## src/rtl/debounce_bank_pkg.sv

```systemverilog
// Shared constants and helpers for the multi-channel input debouncer.
package debounce_bank_pkg;

  // Debounce window in ticks when tick is the shared 1 kHz strobe.
  localparam int DEBOUNCE_MS = 10;
  localparam int SYNC_STAGES = 2;

  typedef enum logic [2:0] {
    ACT_RESTART = 3'd0,
    ACT_IDLE    = 3'd1,
    ACT_COMMIT  = 3'd2,
    ACT_COUNT   = 3'd3,
    ACT_HOLD    = 3'd4
  } dbc_action_e;

  // Counter width for a window of delay ticks; never narrower than one bit.
  function automatic int cnt_width(input int delay);
    return (delay > 2) ? $clog2(delay) : 1;
  endfunction

endpackage

```

## src/rtl/debounce_channel.sv

```systemverilog
// One debounced input: synchroniser, candidate tracker, stability counter and
// registered level/edge outputs.
module debounce_channel
  import debounce_bank_pkg::*;
#(
  parameter int   DELAY       = 16,
  parameter logic ACTIVE_LOW  = 1'b0,
  parameter logic RESET_VALUE = 1'b0
) (
  input  logic clock,
  input  logic reset,
  input  logic tick,
  input  logic noisy,
  output logic clean,
  output logic rise,
  output logic fall
);

  localparam int CNT_W = cnt_width(DELAY);
  localparam logic [CNT_W-1:0] CNT_LAST = CNT_W'(DELAY - 1);

  logic [SYNC_STAGES-1:0] sync_q, sync_d;
  logic                   cand_q, cand_d;
  logic [CNT_W-1:0]       count_q, count_d;
  logic                   clean_q, clean_d;
  logic                   rise_q, rise_d;
  logic                   fall_q, fall_d;
  logic                   s1_s;
  dbc_action_e            action_s;

  assign s1_s = sync_q[SYNC_STAGES-1];

  // A candidate change always wins, so any bounce restarts the window.
  always_comb begin
    action_s = ACT_HOLD;
    if (s1_s != cand_q) begin
      action_s = ACT_RESTART;
    end else if (cand_q == clean_q) begin
      action_s = ACT_IDLE;
    end else if (tick && (count_q == CNT_LAST)) begin
      action_s = ACT_COMMIT;
    end else if (tick) begin
      action_s = ACT_COUNT;
    end else begin
      action_s = ACT_HOLD;
    end
  end

  always_comb begin
    sync_d  = {sync_q[SYNC_STAGES-2:0], noisy ^ ACTIVE_LOW};
    cand_d  = cand_q;
    count_d = count_q;
    clean_d = clean_q;
    rise_d  = 1'b0;
    fall_d  = 1'b0;
    case (action_s)
      ACT_RESTART: begin
        cand_d  = s1_s;
        count_d = '0;
      end
      ACT_IDLE: begin
        count_d = '0;
      end
      ACT_COMMIT: begin
        clean_d = cand_q;
        count_d = '0;
        rise_d  = cand_q;
        fall_d  = ~cand_q;
      end
      ACT_COUNT: begin
        count_d = count_q + CNT_W'(1);
      end
      ACT_HOLD: begin
        count_d = count_q;
      end
      default: begin
        count_d = '0;
      end
    endcase
  end

  always_ff @(posedge clock or posedge reset) begin
    if (reset) begin
      sync_q  <= {SYNC_STAGES{RESET_VALUE}};
      cand_q  <= RESET_VALUE;
      count_q <= '0;
      clean_q <= RESET_VALUE;
      rise_q  <= 1'b0;
      fall_q  <= 1'b0;
    end else begin
      sync_q  <= sync_d;
      cand_q  <= cand_d;
      count_q <= count_d;
      clean_q <= clean_d;
      rise_q  <= rise_d;
      fall_q  <= fall_d;
    end
  end

  assign clean = clean_q;
  assign rise  = rise_q;
  assign fall  = fall_q;

endmodule

```

## src/rtl/debounce_bank.sv

```systemverilog
// Bank of independent debounced inputs with a shared tick strobe and a
// combined any-edge indication.
module debounce_bank
  import debounce_bank_pkg::*;
#(
  parameter int                  CHANNELS    = 8,
  parameter int                  DELAY       = 16,
  parameter logic [CHANNELS-1:0] ACTIVE_LOW  = '0,
  parameter logic [CHANNELS-1:0] RESET_VALUE = '0
) (
  input  logic                clock,
  input  logic                reset,
  input  logic                tick,
  input  logic [CHANNELS-1:0] noisy,
  output logic [CHANNELS-1:0] clean,
  output logic [CHANNELS-1:0] rise,
  output logic [CHANNELS-1:0] fall,
  output logic                changed
);

  for (genvar i = 0; i < CHANNELS; i++) begin : g_ch
    debounce_channel #(
      .DELAY       (DELAY),
      .ACTIVE_LOW  (ACTIVE_LOW[i]),
      .RESET_VALUE (RESET_VALUE[i])
    ) u_ch (
      .clock (clock),
      .reset (reset),
      .tick  (tick),
      .noisy (noisy[i]),
      .clean (clean[i]),
      .rise  (rise[i]),
      .fall  (fall[i])
    );
  end

  // Pulses are registered per channel, so this stays glitch-free.
  assign changed = |(rise | fall);

endmodule
```

## config.mk

```make
export PLATFORM = sky130hd
export DESIGN_NAME = debounce_bank
export DESIGN_NICKNAME = d
export VERILOG_FILES = /design/src/rtl/debounce_bank_pkg.sv /design/src/rtl/debounce_channel.sv /design/src/rtl/debounce_bank.sv
export SDC_FILE = /design/constraint.sdc
export NUM_CORES = 1
export LEC_CHECK = 0
export ABC_AREA = 1
export BUFFER_PORTS_ARGS = -buffer_cell sky130_fd_sc_hd__buf_2
export CORE_UTILIZATION = 59
export DETAILED_ROUTE_END_ITERATION = 8
export GPL_ROUTABILITY_DRIVEN = 1
export PLACE_DENSITY = 0.82
export SETUP_SLACK_MARGIN = 0.1
export SYNTH_ARGS = -nofsm -noshare
export SYNTH_HDL_FRONTEND = slang
export SYNTH_SLANG_ARGS = --single-unit
```

## constraint.sdc

```tcl
create_clock -name clock -period 3 [get_ports clock]
set_input_delay 0.15 -clock clock [delete_from_list [all_inputs] [get_ports clock]]
set_output_delay 0.15 -clock clock [all_outputs]
set_load 0.05 [all_outputs]
```

# Word-level counts from Yosys, hierarchy flattened
# Index checks and enable logic that the tools add are counted.
[totals]
ff_bits = 80
in_bits = 11
output_inout_bits = 25
elab_cells = 179
[op_classes]
n_addsub = 8
n_eq_ne = 48
mux = 49
bitwise_logic = 9
n_reduce_logical = 17
[op_table]
columns = ["operator", "n"]
rows = [
  ["$mux W3", 25],
  ["$pmux W4 S2", 8],
  ["$eq A3 B2 Y1 const B", 16],
  ["$add A4 B1 Y4 const B", 8],
  ["$eq A4 B4 Y1 const B", 8],
  ["$eq A3 B3 Y1 const B", 8],
  ["$logic_not A3 Y1", 8],
  ["$mux W1", 16],
  ["$eq A1 B1 Y1", 8],
  ["$logic_and A1 B1 Y1", 8],
  ["$ne A1 B1 Y1", 8],
  ["$not A1 Y1", 8],
  ["$or A8 B8 Y8", 1],
  ["$reduce_or A8 Y1", 1],
]

# Longest topological paths before layout
[depth]
depth_word = 7
depth_mapped = 7
mapped_depth_nobuf = 7

# By module
# From an unflattened synthesis, not the netlist that was laid out.
[hier_totals]
cells_unflattened = 463
hier_area_um2 = 3759.9
[modules_own_cells]
columns = ["module", "instances", "cells_per_inst", "area_each_um2", "seq_area_each_um2"]
rows = [
  ["debounce_channel", 8, 56, 462.9, 250.2],
  ["debounce_bank", 1, 15, 56.3, 0.0],
]

# Least setup slack after synthesis
# Ideal clock, no wire load.
[synth_timing]
kind = "register to output"
from = "register g_ch[4].u_ch.fall_q"
to = "output changed"
arrival_time_ps = 1046
required_ps = 2850
path_slack_ps = 1804
path_stages_with_launch = 3
path_buffers = 0
cell_sequence = "dfrtp_1 -> nor4_1 -> nand3_1"
[synth_between]
elab_chain_cells = 2
[synth_rtl]
columns = ["item", "line", "text"]
rows = [
  ["from (decl)", "debounce_channel.sv:27", "logic fall_q, fall_d;"],
  ["from (signal assigned)", "debounce_channel.sv:96", "fall_q <= fall_d;"],
  ["$or A8 B8 Y8", "debounce_bank.sv:38", "assign changed = |(rise | fall);"],
  ["$reduce_or A8 Y1", "debounce_bank.sv:38", ""],
  ["to (decl)", "debounce_bank.sv:18", "output logic changed"],
]
# No other way between the ends.

# Final worst setup path
# Ends and elaborated chain as after synthesis.

==> results.toml <==
[layout]
stdcell_count = 586
area_growth_pct = 9.24
nets = 524
drive_gt1_share_pct = 15.1
final_area_um2 = 4380
diodes = 0

[critical_path]
cp.required_ns = 2.85
worst_setup_path_start_kind = "register"
critPathCaptureType = "primary output"
cp.arrival_ns = 1.48
path_class = "register to primary output"
cp_max_fo = 2

[die]
rows = 29
die_h_um = 84.4
die_width_um = 84.4
die_area_um2 = 7120
fp.coreArea_um2 = 6460
io_pins = 36
start_util_pct = 62.0

[synthesis]
synth_area_leaders = "dfrtp_1, nand2_1, nand3_1"
synth_fp_nets = 504
synth_edf_count = 0
ys.flop_type = "dfrtp_1"
netlist_top_cells_count = "nand2_1, dfrtp_1, nand3_1"
ys_warn_count = 0
synth.distinct_cells = 20
seq_area_frac_synth_pct = 50.0
yosys.area.top_type = "dfrtp_1"
ys_ff_latch = 80
synthDominantCellAreaShare_pct = 50.0
synthCells = 485
yosysMostFrequentCell = "nand2_1"
syn-mean-instance-area_um2 = 8.26
synthArstFlopShare_pct = 100
syn-cell-area_um2 = 4010

[clocking]
post_cts_buffers = 0
cts_tree = "done"
cts_max_level = 3
numCtsBuffers = 9
cts_root_buffer = "clkbuf_8"
clkSinkCount = 80
cts_resized = 0
clkTransAtPathRegs_ns = 0.07
cts_buffer_depth = 2
insertion_delay_ns = 0.35

[power_and_ir_drop]
max-vdd-ir-drop_uv = 354
power_density_nw_per_um2 = 497
leakage_nw = 2.48

[place]
place_area_um2 = 4060
dp_cells = 563
place.gp.congestion = 0.806
pre_cts_slack_ns = 1.49
portBuffers = 35
dpl.hpwl_um = 5060

[grt]
antenna_found_initial = 0
grt_max_degree = 60
grt_pass1_vias = 2849
grt_pass1_wl_um = 12300
gr-total-overflow = 0
track_usage_pct = 22.2

[sta]
slew_headroom_pct = 34.0
tightest_slew_ns = 0.991
tns_ns = 0
finalWorstSetupSlack_ns = 1.37
finalHoldViolCount = 7
period_minus_slack_ns = 1.63
timing.fmax_mhz = 615
rsz0062_at_grt = "false"
finalSetupViolations = 0
slew_viol_final = 0
fin_crit_sh_pct = 54.2
holdWs_ns = -0.0176
skew_ns = 0.00628

[detailed_routing]
antenna_left = 0
drc = 8
wl_um = 7140
detail_route.wl_per_cell_um = 12.2
first_pass_iters = 6
viasPerCell = 5.22
dr_total_vias = 3058
first_iter_violations = 172

[status]
violations = "design-rule violations, negative hold slack"
status = "finished, violations left"

[worst_hold_path]
hp-class = "input port to async pin"

[job]
drv_cap = 0
-- flip-flops by register name, summed over array words and instances (netlist names) --
| register | count |
|---|---|
| g_ch.u_ch.count_q | 32 |
| g_ch.u_ch.sync_q | 16 |
| g_ch.u_ch.cand_q | 8 |
| g_ch.u_ch.clean | 8 |
| g_ch.u_ch.fall | 8 |
| g_ch.u_ch.rise | 8 |
-- final timing paths --
kind	startpoint	cells past startpoint	slack, ns	endpoint
min	reset	2	-0.02	g_ch[7].u_ch.rise$_DFF_PP0_
max in group asynchronous	reset	3	2.28	g_ch[4].u_ch.cand_q$_DFFE_PP0N_
max reg2reg	g_ch[3].u_ch.count_q[0]$_DFFE_PP0P_	6	1.72	g_ch[3].u_ch.count_q[2]$_DFFE_PP0P_
min in group clock	g_ch[4].u_ch.sync_q[0]$_DFF_PP0_	0	0.35	g_ch[4].u_ch.sync_q[1]$_DFF_PP0_
max	g_ch[4].u_ch.fall$_DFF_PP0_	3	1.37	changed
min reg2reg	g_ch[4].u_ch.sync_q[0]$_DFF_PP0_	0	0.35	g_ch[4].u_ch.sync_q[1]$_DFF_PP0_
-- layer usage --
metal  wire [µm]  up-vias  track usage, %
met4          82        0            6.93
met5           0        -               0
li1            -     1538               -
met1        3220     1455            28.1
met3         260        8            6.29
met2        3580       57            37.3
-- worst max-delay path, cell delays in order, from the launching register on --
cell and delay, ns:
dfrtp_1 0.39, nor4_1 0.41, nand3_1 0.11, buf_2 0.23
-- through the flow --
| stage | util [%] | power [mW] | hold slack [ns] |
|---|---|---|---|
| 5_1_grt | 67.8 | 2.27 | 0.0549 |
| 3_3_place_gp | 62.8 | 1.27 | 0.258 |
| 6_report | 67.8 | 2.18 | -0.0176 |
| 4_1_cts | 67.8 | 2.20 | 0.0214 |
| 3_5_place_dp | 62.8 | 1.28 | 0.259 |
| 2_1_floorplan | - | 1.25 | 0.181 |
-- cell usage in the layout, fill, tap and decap left out --
master         netlist  final
o21ai_0              8      8
nand3_1             68     68
nor3_1               4      4
ha_1                 8      8
nand2_2              4      4
inv_1               67     66
nor4_1               2      2
clkbuf_8             0     13
nor2_4               8      8
nor2_2               3      3
nand2_1            137    137
inv_2                1      1
buf_4               24      2
dfrtp_1             80     80
nand3_2              8      8
dlygate4sd3_1        0      8
nor2_1              27     27
clkinv_2             0      1
bufinv_16            0      2
xor2_1               8      8
buf_2                3     35
nand4_1             16     16
-- area by class of cell --
type | instances | area [µm²]
Clock buffer | 13 | 179
Clock inverter | 2 | 60.1
Fill cell | 526 | 2080
Inverter | 68 | 256
Multi-Input combinational cell | 301 | 1510
Sequential cell | 80 | 2000
Tap cell | 77 | 96.3
Timing Repair Buffer | 45 | 270
-- kinds of logic after synthesis --
kind of cell	share of synthesized area, %
fa+ha+maj	2.50
buf+inv	12.3
simple gates	32.5
flops	50.0
compound gates	0.999
xor+xnor	1.75
-- where the power goes --
group	total, mW	switching [mW]	internal (mW)	leakage, nW
logic	0.133	0.0906	0.0429	1.30
clock network	0.910	0.355	0.555	0.122
registers	1.13	0.0292	1.10	1.06
total	2.18	0.475	1.70	2.48
-- repair_timing --
action                                  CTS  global route
endpoints found under the setup margin    0             0
hold buffers                              8             0
endpoints found under the hold margin     8             0
No activity file was read; power rests on OpenSTA's default activity.
